<file path="config.mk">
export PLATFORM = sky130hd
export DESIGN_NAME = mem_req_arb_flat
export DESIGN_NICKNAME = d
export VERILOG_FILES = /design/src/rtl/mem_arb_pkg.sv /design/src/rtl/mem_req_arb_if.sv /design/src/rtl/mem_req_arb_rr_pick4.sv /design/src/rtl/mem_req_arb.sv /design/src/flat_wrapper.sv
export SDC_FILE = /design/constraint.sdc
export NUM_CORES = 1
export LEC_CHECK = 0
export BUFFER_PORTS_ARGS = -buffer_cell sky130_fd_sc_hd__buf_2
export CAP_MARGIN = 10
export CORE_ASPECT_RATIO = 0.7
export CORE_MARGIN = 8
export CORE_UTILIZATION = 48
export CTS_CLUSTER_SIZE = 16
export DETAILED_ROUTE_END_ITERATION = 12
export PLACE_DENSITY = 0.83
export SLEW_MARGIN = 20
export SYNTH_ARGS = -nofsm -noshare
export SYNTH_HDL_FRONTEND = slang
export SYNTH_HIERARCHICAL = 1
export SYNTH_SLANG_ARGS = --single-unit
</file>
<file path="constraint.sdc">
create_clock -name clk -period 1.94 [get_ports clk]
set_input_delay 0.388 -clock clk [delete_from_list [all_inputs] [get_ports clk]]
set_output_delay 0.388 -clock clk [all_outputs]
set_load 0.02 [all_outputs]
</file>
<file path="src/rtl/mem_arb_pkg.sv">
// Shared definitions for the memory request arbiter.
//   NumReq      : number of requesters (4)
//   Enc*        : 4-bit state encodings, IDLE = 0
//   state_e     : arbiter FSM state type built on those encodings
//   onehot4()   : requester index -> one-hot vector
package mem_arb_pkg;

   localparam int unsigned NumReq = 4;

   localparam logic [3:0] EncIdle  = 4'd0;
   localparam logic [3:0] EncGrant = 4'd1;
   localparam logic [3:0] EncRecov = 4'd2;
   localparam logic [3:0] EncPsave = 4'd3;
   localparam logic [3:0] EncPoff  = 4'd4;
   localparam logic [3:0] EncPrest = 4'd5;

   typedef enum logic [3:0] {
      StIdle  = EncIdle,
      StGrant = EncGrant,
      StRecov = EncRecov,
      StPsave = EncPsave,
      StPoff  = EncPoff,
      StPrest = EncPrest
   } state_e;

   function automatic logic [NumReq-1:0] onehot4(input logic [1:0] idx);
      logic [NumReq-1:0] v;
      v      = '0;
      v[idx] = 1'b1;
      return v;
   endfunction

endpackage

</file>
<file path="src/rtl/mem_req_arb_if.sv">
// Handshake bundle between the requesters/memory controller and the arbiter.
//   slave  : arbiter side (consumes req/do_acpt/power requests, drives grants and strobes)
//   master : environment side (requesters + controller)
interface mem_req_arb_if;
   import mem_arb_pkg::*;

   logic [NumReq-1:0] req;
   logic [NumReq-1:0] gnt;
   logic [NumReq-1:0] ack;
   logic              do_rdy;
   logic [1:0]        memsel;
   logic              do_acpt;
   logic              busy;
   logic              err;
   logic              pwr_dn_req;
   logic              pwr_up_req;
   logic              mc_pwr;
   logic              mc_save;
   logic              mc_restore;
   logic              mc_pwr_ack;

   modport slave (
      input  req, do_acpt, pwr_dn_req, pwr_up_req, mc_pwr_ack,
      output gnt, ack, do_rdy, memsel, busy, err, mc_pwr, mc_save, mc_restore
   );

   modport master (
      output req, do_acpt, pwr_dn_req, pwr_up_req, mc_pwr_ack,
      input  gnt, ack, do_rdy, memsel, busy, err, mc_pwr, mc_save, mc_restore
   );

endinterface

</file>
<file path="src/rtl/mem_req_arb_rr_pick4.sv">
// Combinational round-robin picker for four requesters.
//   req   : request vector
//   last  : index of the previous winner
//   valid : at least one request present
//   idx   : first set request scanning from last+1 (mod 4)
module rr_pick4
   import mem_arb_pkg::*;
(
   input  logic [NumReq-1:0] req,
   input  logic [1:0]        last,
   output logic              valid,
   output logic [1:0]        idx
);

   // Scan from the lowest-priority offset (last itself) up to last+1 so the
   // final hit, i.e. the highest-priority one, is what remains in idx.
   always_comb begin
      logic [1:0] j;
      valid = 1'b0;
      idx   = 2'd0;
      j     = 2'd0;
      for (int i = 4; i >= 1; i--) begin
         j = last + 2'(i);
         if (req[j]) begin
            valid = 1'b1;
            idx   = j;
         end
      end
   end

endmodule

</file>
<file path="src/rtl/mem_req_arb.sv">
// Round-robin arbiter granting four requesters access to one memory controller.
// After each accept (or watchdog expiry) a recovery window of RECOV_CYC cycles
// lets the controller write back before the next grant.
//   clk, rstn : clock, synchronous active-low reset
//   bus       : mem_req_arb_if.slave (req/gnt/ack, do_rdy/do_acpt, memsel,
//               busy/err, power sequencing)
// Optional power sequencing (PSAVE/POFF/PREST) is built when the macro
// MEM_REQ_ARB_PWR_EN is defined; otherwise the power inputs are ignored and
// mc_pwr stays 1.
module mem_req_arb
   import mem_arb_pkg::*;
#(
   parameter int unsigned RECOV_CYC = 7,
   parameter int unsigned WDOG_CYC  = 16
) (
   input  logic           clk,
   input  logic           rstn,
   mem_req_arb_if.slave   bus
);

   localparam int unsigned CntMax = (RECOV_CYC > WDOG_CYC) ? RECOV_CYC : WDOG_CYC;
   localparam int unsigned CntW   = $clog2(CntMax + 1);

   state_e            state_q, state_d;
   logic [NumReq-1:0] gnt_q, gnt_d;
   logic [NumReq-1:0] ack_q, ack_d;
   logic [1:0]        memsel_q, memsel_d;
   logic [1:0]        last_q, last_d;
   logic [CntW-1:0]   cnt_q, cnt_d;
   logic              do_rdy_q, do_rdy_d;
   logic              busy_q, busy_d;
   logic              err_q, err_d;
   logic              mc_pwr_q, mc_pwr_d;
   logic              mc_save_q, mc_save_d;
   logic              mc_restore_q, mc_restore_d;

   logic              pick_valid;
   logic [1:0]        pick_idx;
   logic              pwr_dn;

   rr_pick4 u_pick (
      .req   (bus.req),
      .last  (last_q),
      .valid (pick_valid),
      .idx   (pick_idx)
   );

`ifdef MEM_REQ_ARB_PWR_EN
   assign pwr_dn = bus.pwr_dn_req;
`else
   assign pwr_dn = 1'b0;
   logic unused_pwr;
   assign unused_pwr = ^{bus.pwr_dn_req, bus.pwr_up_req, bus.mc_pwr_ack};
`endif

   always_comb begin
      state_d      = state_q;
      gnt_d        = gnt_q;
      ack_d        = '0;
      memsel_d     = memsel_q;
      last_d       = last_q;
      cnt_d        = cnt_q;
      do_rdy_d     = do_rdy_q;
      err_d        = 1'b0;
      mc_pwr_d     = mc_pwr_q;
      mc_save_d    = 1'b0;
      mc_restore_d = mc_restore_q;

      unique case (state_q)
         StIdle: begin
            // Power-down wins over a simultaneous request.
            if (pwr_dn) begin
               state_d   = StPsave;
               mc_save_d = 1'b1;
            end else if (pick_valid) begin
               state_d  = StGrant;
               gnt_d    = onehot4(pick_idx);
               memsel_d = pick_idx;
               do_rdy_d = 1'b1;
               cnt_d    = '0;
            end
         end
         StGrant: begin
            // memsel_q holds the winner for the whole grant.
            if (bus.do_acpt) begin
               state_d  = StRecov;
               ack_d    = onehot4(memsel_q);
               gnt_d    = '0;
               do_rdy_d = 1'b0;
               last_d   = memsel_q;
               cnt_d    = CntW'(RECOV_CYC - 1);
            end else if (cnt_q == CntW'(WDOG_CYC - 1)) begin
               state_d  = StRecov;
               err_d    = 1'b1;
               gnt_d    = '0;
               do_rdy_d = 1'b0;
               cnt_d    = CntW'(RECOV_CYC - 1);
            end else begin
               cnt_d = cnt_q + 1'b1;
            end
         end
         StRecov: begin
            if (cnt_q == '0) begin
               state_d = StIdle;
            end else begin
               cnt_d = cnt_q - 1'b1;
            end
         end
`ifdef MEM_REQ_ARB_PWR_EN
         StPsave: begin
            state_d  = StPoff;
            mc_pwr_d = 1'b0;
         end
         StPoff: begin
            if (bus.pwr_up_req) begin
               state_d      = StPrest;
               mc_pwr_d     = 1'b1;
               mc_restore_d = 1'b1;
            end
         end
         StPrest: begin
            if (bus.mc_pwr_ack) begin
               state_d      = StIdle;
               mc_restore_d = 1'b0;
            end
         end
`endif
         default: begin
            state_d = StIdle;
         end
      endcase

      busy_d = (state_d != StIdle);
   end

   always_ff @(posedge clk) begin
      if (!rstn) begin
         state_q      <= StIdle;
         gnt_q        <= '0;
         ack_q        <= '0;
         memsel_q     <= 2'd0;
         last_q       <= 2'd3;
         cnt_q        <= '0;
         do_rdy_q     <= 1'b0;
         busy_q       <= 1'b0;
         err_q        <= 1'b0;
         mc_pwr_q     <= 1'b1;
         mc_save_q    <= 1'b0;
         mc_restore_q <= 1'b0;
      end else begin
         state_q      <= state_d;
         gnt_q        <= gnt_d;
         ack_q        <= ack_d;
         memsel_q     <= memsel_d;
         last_q       <= last_d;
         cnt_q        <= cnt_d;
         do_rdy_q     <= do_rdy_d;
         busy_q       <= busy_d;
         err_q        <= err_d;
         mc_pwr_q     <= mc_pwr_d;
         mc_save_q    <= mc_save_d;
         mc_restore_q <= mc_restore_d;
      end
   end

   assign bus.gnt        = gnt_q;
   assign bus.ack        = ack_q;
   assign bus.memsel     = memsel_q;
   assign bus.do_rdy     = do_rdy_q;
   assign bus.busy       = busy_q;
   assign bus.err        = err_q;
   assign bus.mc_pwr     = mc_pwr_q;
   assign bus.mc_save    = mc_save_q;
   assign bus.mc_restore = mc_restore_q;

endmodule

</file>
<file path="src/flat_wrapper.sv">
// flat-port wrapper written by rule: the top's interface ports become plain ports
module mem_req_arb_flat import mem_arb_pkg::*;
#(
   parameter int unsigned RECOV_CYC = 7,
   parameter int unsigned WDOG_CYC  = 16
)
  (clk, rstn, bus_req, bus_do_acpt, bus_pwr_dn_req, bus_pwr_up_req, bus_mc_pwr_ack, bus_gnt, bus_ack, bus_do_rdy, bus_memsel, bus_busy, bus_err, bus_mc_pwr, bus_mc_save, bus_mc_restore);
  mem_req_arb_if bus_i ();
  input  logic clk;
  input  logic rstn;
  input wire logic [$bits(bus_i.req)-1:0] bus_req;
  input wire logic [$bits(bus_i.do_acpt)-1:0] bus_do_acpt;
  input wire logic [$bits(bus_i.pwr_dn_req)-1:0] bus_pwr_dn_req;
  input wire logic [$bits(bus_i.pwr_up_req)-1:0] bus_pwr_up_req;
  input wire logic [$bits(bus_i.mc_pwr_ack)-1:0] bus_mc_pwr_ack;
  output wire logic [$bits(bus_i.gnt)-1:0] bus_gnt;
  output wire logic [$bits(bus_i.ack)-1:0] bus_ack;
  output wire logic [$bits(bus_i.do_rdy)-1:0] bus_do_rdy;
  output wire logic [$bits(bus_i.memsel)-1:0] bus_memsel;
  output wire logic [$bits(bus_i.busy)-1:0] bus_busy;
  output wire logic [$bits(bus_i.err)-1:0] bus_err;
  output wire logic [$bits(bus_i.mc_pwr)-1:0] bus_mc_pwr;
  output wire logic [$bits(bus_i.mc_save)-1:0] bus_mc_save;
  output wire logic [$bits(bus_i.mc_restore)-1:0] bus_mc_restore;
  assign bus_i.req = bus_req;
  assign bus_i.do_acpt = bus_do_acpt;
  assign bus_i.pwr_dn_req = bus_pwr_dn_req;
  assign bus_i.pwr_up_req = bus_pwr_up_req;
  assign bus_i.mc_pwr_ack = bus_mc_pwr_ack;
  assign bus_gnt = bus_i.gnt;
  assign bus_ack = bus_i.ack;
  assign bus_do_rdy = bus_i.do_rdy;
  assign bus_memsel = bus_i.memsel;
  assign bus_busy = bus_i.busy;
  assign bus_err = bus_i.err;
  assign bus_mc_pwr = bus_i.mc_pwr;
  assign bus_mc_save = bus_i.mc_save;
  assign bus_mc_restore = bus_i.mc_restore;
  mem_req_arb #(.RECOV_CYC(RECOV_CYC), .WDOG_CYC(WDOG_CYC)) u_core (.clk(clk), .rstn(rstn), .bus(bus_i));
endmodule
</file>
# Word-level counts from Yosys, hierarchy flattened
# Cells that the tools add are included.
# totals
wordCells	82
input_bits	10
register_bits	24
output_inout_bits	16
# classes
n_mux	39
bitwise	2
order_cmp	8
n_reduce_logical	13
eq_ne	6
n_addsub	5
# op_table
cell	n
two-way mux 4 bit	7
two-way mux 5 bit	4
< comparator 2 x 3 -> 1 bit, second input constant	6
one-hot mux 5 bit (3 select lines)	1
two-way mux 1 bit	14
one-hot mux 4 bit (3 select lines)	1
AND reduction 3 bit	3
binary-select mux 1 bit (select 2 bit)	4
two-way mux 2 bit	4
one-hot mux 4 bit (2 select lines)	1
adder 5 x 1 -> 5 bit, second input constant	1
equality test 5 x 4 -> 1 bit, second input constant	1
zero test 5 bit	1
subtractor 5 x 1 -> 5 bit, second input constant	1
adder 2 bit, second input constant	2
demux 1 bit (select 2 bit)	2
equality test 4 x 1 -> 1 bit, second input constant	1
equality test 4 x 2 -> 1 bit, second input constant	1
>= comparator 2 x 1 -> 1 bit, second input constant	2
zero test 4 bit	1
AND reduction 2 bit	2
nonzero test 4 bit	1
!= test 3 x 2 -> 1 bit, second input constant	1
nonzero test 3 bit	1
8 further kinds	10

# Longest topological paths before layout
# logic_depth
word_depth	12
mapped_depth	7
ltp_nobuf	7

# Modules after synthesis
# The synthesis kept the hierarchy.
# modules_own_cells
mod	cells_each	area_each_um2	n_inst	seq_area_each_um2
mem_req_arb	129	1148.6	1	480.5
rr_pick4	14	91.3	1	0.0

# Worst setup path before layout
# OpenSTA, ideal clock, no wires.
# synth_path
kind	flip-flop to flip-flop
from	register u_core.cnt_q[0]
to	register u_core.cnt_q[2]
setup_ns	0.117
stages_incl_launch_ff	8
required_ns	1.823
synth_period_minus_slack_ns	1.846
setup_slack_ns	0.094
arrival_time_ns	1.729
n_path_buf	0
cell_sequence	dfxtp_1 > inv_1 > ha_1 > or4b_2 > nand2b_1 > nand2b_1 > and2_1 > a32o_1
# synth_via
elab_chain_len	4
elab_cells_between_ends	10
classes_between	add/sub: 2; eq/ne: 2; mux: 4; reduce/logical: 2
# synth_lines
item	line_no	source
start, declared	mem_req_arb.sv:29	logic [CntW-1:0] cnt_q, cnt_d;
start signal, assigned	mem_req_arb.sv:156	cnt_q <= cnt_d;
adder 5 x 1 -> 5 bit or equality test 5 x 4 -> 1 bit (tied branches)	mem_req_arb.sv:99, mem_req_arb.sv:92	
two-way mux 5 bit	mem_req_arb.sv:92	end else if (cnt_q == CntW'(WDOG_CYC - 1)) begin
two-way mux 5 bit	mem_req_arb.sv:85	if (bus.do_acpt) begin
one-hot mux 5 bit (3 select lines)	mem_req_arb.sv:69	unique case (state_q)
# Parallel ways exist; a longest one is shown, timed or not. The select of a mux whose other input is x is not followed.
# A chain may end at the register's enable or synchronous reset.

# Worst setup path after layout
# Ends and elaborated chain as after synthesis.

==> flow_results.xml <==
<?xml version="1.0" encoding="UTF-8"?>
<metrics>
  <group name="detailed_routing">
    <metric name="wirelength" unit="um">3030</metric>
    <metric name="post_drt_antenna_nets" unit="">0</metric>
    <metric name="detail_route.iter0.violations" unit="">161</metric>
    <metric name="via_per_inst" unit="">5.72</metric>
    <metric name="drt_drc_violations_left" unit="">0</metric>
    <metric name="post_dr_wirelength_cell" unit="um">14.7</metric>
    <metric name="firstDrtPassIters" unit="">4</metric>
    <metric name="route.vias.total" unit="">1179</metric>
  </group>
  <group name="synth">
    <metric name="synth.yosys.seq_area_share" unit="%">38.7</metric>
    <metric name="flip_flop_and_latch_count_after_synthesis" unit="">24</metric>
    <metric name="synthesis.instances" unit="">143</metric>
    <metric name="postSynth.asyncResetShare" unit="%">0</metric>
    <metric name="synth_top_flop_cell" unit="">sky130_fd_sc_hd__dfxtp_1</metric>
    <metric name="yosysWarningCount" unit="">6</metric>
    <metric name="synth.distinct_cells" unit="">45</metric>
    <metric name="edff_count_synth" unit="">0</metric>
    <metric name="synthesized_cell_area" unit="um2">1240</metric>
    <metric name="syn_area_per_cell" unit="um2">8.67</metric>
  </group>
  <group name="sta">
    <metric name="layout_worst_path_cycle_share" unit="%">97.3</metric>
    <metric name="worst_slack" unit="ns">0.0524</metric>
    <metric name="timing.setup.tns" unit="ns">0</metric>
    <metric name="final-max-slew-violation-count" unit="">0</metric>
    <metric name="unrepaired_setup_endpoints_after_global_routing" unit="">false</metric>
    <metric name="min_period" unit="ns">1.89</metric>
    <metric name="finalHoldViolCount" unit="">0</metric>
    <metric name="hold_ws" unit="ns">0.431</metric>
    <metric name="fin_worst_skew" unit="ns">0.00156</metric>
    <metric name="fmax" unit="MHz">530</metric>
    <metric name="report.final.setup_viol" unit="">0</metric>
    <metric name="slew-limit-headroom" unit="%">63.3</metric>
    <metric name="worst_pin_slew" unit="ns">0.546</metric>
  </group>
  <group name="grt">
    <metric name="grt-ovfl-total" unit="">0</metric>
    <metric name="grt_first_pass_wirelength" unit="um">5020</metric>
    <metric name="grt_usage" unit="%">13.5</metric>
    <metric name="maximum_number_of_pins_on_one_net_before_global_route_repair" unit="">15</metric>
    <metric name="antenna_found_initial" unit="">0</metric>
    <metric name="grt_pass1_vias" unit="">1134</metric>
  </group>
  <group name="cells_and_area">
    <metric name="layout-area-overhead-vs-synth" unit="%">20.1</metric>
    <metric name="diodes" unit="">0</metric>
    <metric name="nets" unit="">186</metric>
    <metric name="fillerInstances" unit="">200</metric>
    <metric name="mostFrequentLayoutCells" unit="">24 x sky130_fd_sc_hd__dfxtp_1, 19 x sky130_fd_sc_hd__buf_2, 12 x sky130_fd_sc_hd__nand2_1</metric>
    <metric name="layout-drive-gt1-share" unit="%">24.4</metric>
    <metric name="layout.cells.most_common" unit="">sky130_fd_sc_hd__dfxtp_1</metric>
    <metric name="fin_area" unit="um2">1490</metric>
  </group>
  <group name="worst_setup_path">
    <metric name="cp_data_required_time" unit="ns">2.10</metric>
    <metric name="cp_common_cell" unit="">sky130_fd_sc_hd__nand2b_1</metric>
    <metric name="crit_slowest_cell" unit="">sky130_fd_sc_hd__or4b_2</metric>
    <metric name="timing.critical_path.slowest_cell_delay" unit="ns">0.65</metric>
    <metric name="critical_path.endpoint" unit="">u_core/cnt_q[2]</metric>
    <metric name="path_class" unit="">register to register</metric>
    <metric name="r2r.worst_path.cells" unit="">7</metric>
    <metric name="path_delay_family" unit="">simple AND/OR/NAND/NOR gates</metric>
    <metric name="critical_path_cell_count" unit="">7</metric>
    <metric name="critPathLaunch" unit="">u_core/cnt_q[0]</metric>
    <metric name="r2r-end" unit="">u_core/cnt_q[2]</metric>
    <metric name="regToRegSetupSlack" unit="ns">0.05</metric>
    <metric name="cp_cell_sequence" unit="">inv_1, ha_1, or4b_2, nand2b_1, nand2b_1, and2_1, a32o_1</metric>
    <metric name="critical_path_buf_inv_count" unit="">1</metric>
    <metric name="setup.worst_path.end_class" unit="">register</metric>
    <metric name="timing.critical_path.arrival" unit="ns">2.05</metric>
    <metric name="worstReg2RegStart" unit="">u_core/cnt_q[0]</metric>
    <metric name="worstSetupStartpointType" unit="">register</metric>
    <metric name="crit_path_max_fanout" unit="">3</metric>
  </group>
  <group name="placement">
    <metric name="dp.final_hpwl" unit="um">2280</metric>
    <metric name="global_placement_routability_congestion" unit="">0.975</metric>
    <metric name="detailed_place.area" unit="um2">1430</metric>
    <metric name="io_buffers" unit="">19</metric>
    <metric name="preCtsSetupSlack" unit="ns">0.0602</metric>
  </group>
  <group name="floorplanning">
    <metric name="placementRows" unit="">15</metric>
    <metric name="die_w" unit="um">76.7</metric>
    <metric name="dieHeight" unit="um">58.5</metric>
    <metric name="die_area" unit="um2">4490</metric>
    <metric name="initial_cell_density_of_the_core" unit="%">50.4</metric>
    <metric name="core_region_area" unit="um2">2460</metric>
    <metric name="ios" unit="">26</metric>
  </group>
  <group name="clocking">
    <metric name="clk_pin_slew" unit="ns">0.08</metric>
    <metric name="postCtsSetupBuffers" unit="">0</metric>
    <metric name="clk_root_buffer_cell" unit="">sky130_fd_sc_hd__clkbuf_8</metric>
    <metric name="clock_latency" unit="ns">0.26</metric>
    <metric name="cts.sink_count" unit="">24</metric>
    <metric name="clk_path_buf_depth" unit="">2</metric>
    <metric name="ctsHtreeMaxLevel" unit="">1</metric>
    <metric name="post_cts.resized_instances" unit="">0</metric>
    <metric name="hold_buffers" unit="">0</metric>
    <metric name="cts_tree" unit="">built</metric>
    <metric name="number_of_buffers_created_by_cts" unit="">3</metric>
  </group>
  <group name="pwr">
    <metric name="power_switching_share" unit="%">24.2</metric>
    <metric name="intPower" unit="W">0.000730</metric>
    <metric name="sequentialPowerShare" unit="%">53.3</metric>
    <metric name="power_leakage" unit="nW">0.670</metric>
    <metric name="power_density" unit="nW/um2">647</metric>
    <metric name="p_comb_share" unit="%">12.1</metric>
    <metric name="clkPwrFrac" unit="%">34.5</metric>
    <metric name="vdd_ir_drop_max" unit="mV">0.427</metric>
    <metric name="p_switching" unit="W">0.000233</metric>
  </group>
  <group name="flow_run">
    <metric name="cap_viol_max_count" unit="">0</metric>
  </group>
  <group name="run_status">
    <metric name="outcome" unit="">completed</metric>
  </group>
  <group name="min_path">
    <metric name="min-delay-path-class" unit="">input port to register</metric>
  </group>
</metrics>
## power by group through the flow
stage          clock network (W)  registers, W  logic [W]
2_1_floorplan                  0      0.000534  0.0000692
3_3_place_gp                   0      0.000524   0.000109
3_5_place_dp                   0      0.000525   0.000114
4_1_cts                 0.000341      0.000513   0.000114
5_1_grt                 0.000367      0.000516   0.000128
6_report                0.000333      0.000514   0.000117
## cell usage after synthesis (2+ instances only)
master,number,area share [%]
sky130_fd_sc_hd__inv_1,6,1.8
sky130_fd_sc_hd__ha_1,3,3.0
sky130_fd_sc_hd__a311oi_1,3,2.1
sky130_fd_sc_hd__o21a_1,2,1.2
sky130_fd_sc_hd__o22ai_1,2,1.0
sky130_fd_sc_hd__and2b_1,3,1.8
sky130_fd_sc_hd__a21oi_1,6,2.4
sky130_fd_sc_hd__nand2b_1,7,3.5
sky130_fd_sc_hd__conb_1,2,0.61
sky130_fd_sc_hd__nor3_1,5,2.0
sky130_fd_sc_hd__nor3b_1,3,1.8
sky130_fd_sc_hd__xnor2_1,2,1.4
sky130_fd_sc_hd__a21boi_0,3,1.8
sky130_fd_sc_hd__nand3_1,6,2.4
sky130_fd_sc_hd__buf_2,2,0.81
sky130_fd_sc_hd__nand2_1,12,3.6
sky130_fd_sc_hd__and2_1,2,1.0
sky130_fd_sc_hd__clkbuf_1,3,0.91
sky130_fd_sc_hd__buf_4,3,1.8
sky130_fd_sc_hd__nand3b_1,2,1.2
sky130_fd_sc_hd__nor2_1,8,2.4
sky130_fd_sc_hd__nor2b_1,2,1.0
sky130_fd_sc_hd__mux2i_1,3,2.4
sky130_fd_sc_hd__dfxtp_1,24,39
sky130_fd_sc_hd__a22o_1,2,1.4
sky130_fd_sc_hd__a32o_1,3,2.4
sky130_fd_sc_hd__o21ai_0,5,2.0
sky130_fd_sc_hd__nor4_1,2,1.0
## worst min path at each step
stage	from	end	slack [ns]	cells after the start
CTS	rstn	u_core/last_q[1]	0.43	2
detailed placement	u_core/bus.do_rdy	u_core/bus.do_rdy	0.44	1
finish	rstn	u_core/last_q[1]	0.43	2
global route	rstn	u_core/last_q[1]	0.44	2
global placement	u_core/bus.do_rdy	u_core/bus.do_rdy	0.43	1
floorplan	u_core/last_q[0]	u_core/last_q[0]	0.48	2
## kinds of logic after synthesis
logic type / count (synthesis) / share of synthesized area (%)
muxes: 3 / 2.42
other: 2 / 0.606
DFF: 24 / 38.7
and+or+nand+nor: 60 / 27.3
adders and majority gates: 3 / 3.03
buffers and inverters: 14 / 5.35
xor gates and xnor gates: 2 / 1.41
AOI/OAI and AO/OA: 35 / 21.1
## layer usage
| metal | vias to the layer above | wire length [um] | track usage [%] | share of wire [%] |
|---|---|---|---|---|
| li1 | 568 | - | - | - |
| met1 | 548 | 1300 | 15.3 | 43 |
| met2 | 55 | 1430 | 23.3 | 47 |
| met3 | 8 | 234 | 4.56 | 7.7 |
| met4 | 0 | 55 | 4.63 | 1.8 |
| met5 | - | 0 | 0 | 0 |
## state kept, by name (all words and copies together) (netlist names)
name	cells
u_core/bus.err	1
u_core/bus.gnt	4
u_core/last_q	2
u_core/bus.do_rdy	1
u_core/bus.memsel	2
u_core/bus.ack	4
u_core/state_q	4
u_core/bus.busy	1
u_core/cnt_q	5
## per-stage QoR
step / total power, W / util [%] / cells
detailed placement: 0.000639 / 58.1 / 202
global placement: 0.000633 / 58.1 / 202
finish: 0.000964 / 60.6 / 206
floorplan: 0.000603 / - / 146
global route: 0.00101 / 60.6 / 206
CTS: 0.000969 / 60.3 / 206
## area by class of cell
type	instances	area [um2]	area share, %
clock buffer	4	55.1	3.70
inverter	6	22.5	1.51
multi-input combinational	108	711	47.7
sequential	24	480	32.3
tap	34	42.5	2.86
timing repair buffer	30	178	11.9
Note: power is estimated with default switching activity, not from simulation.
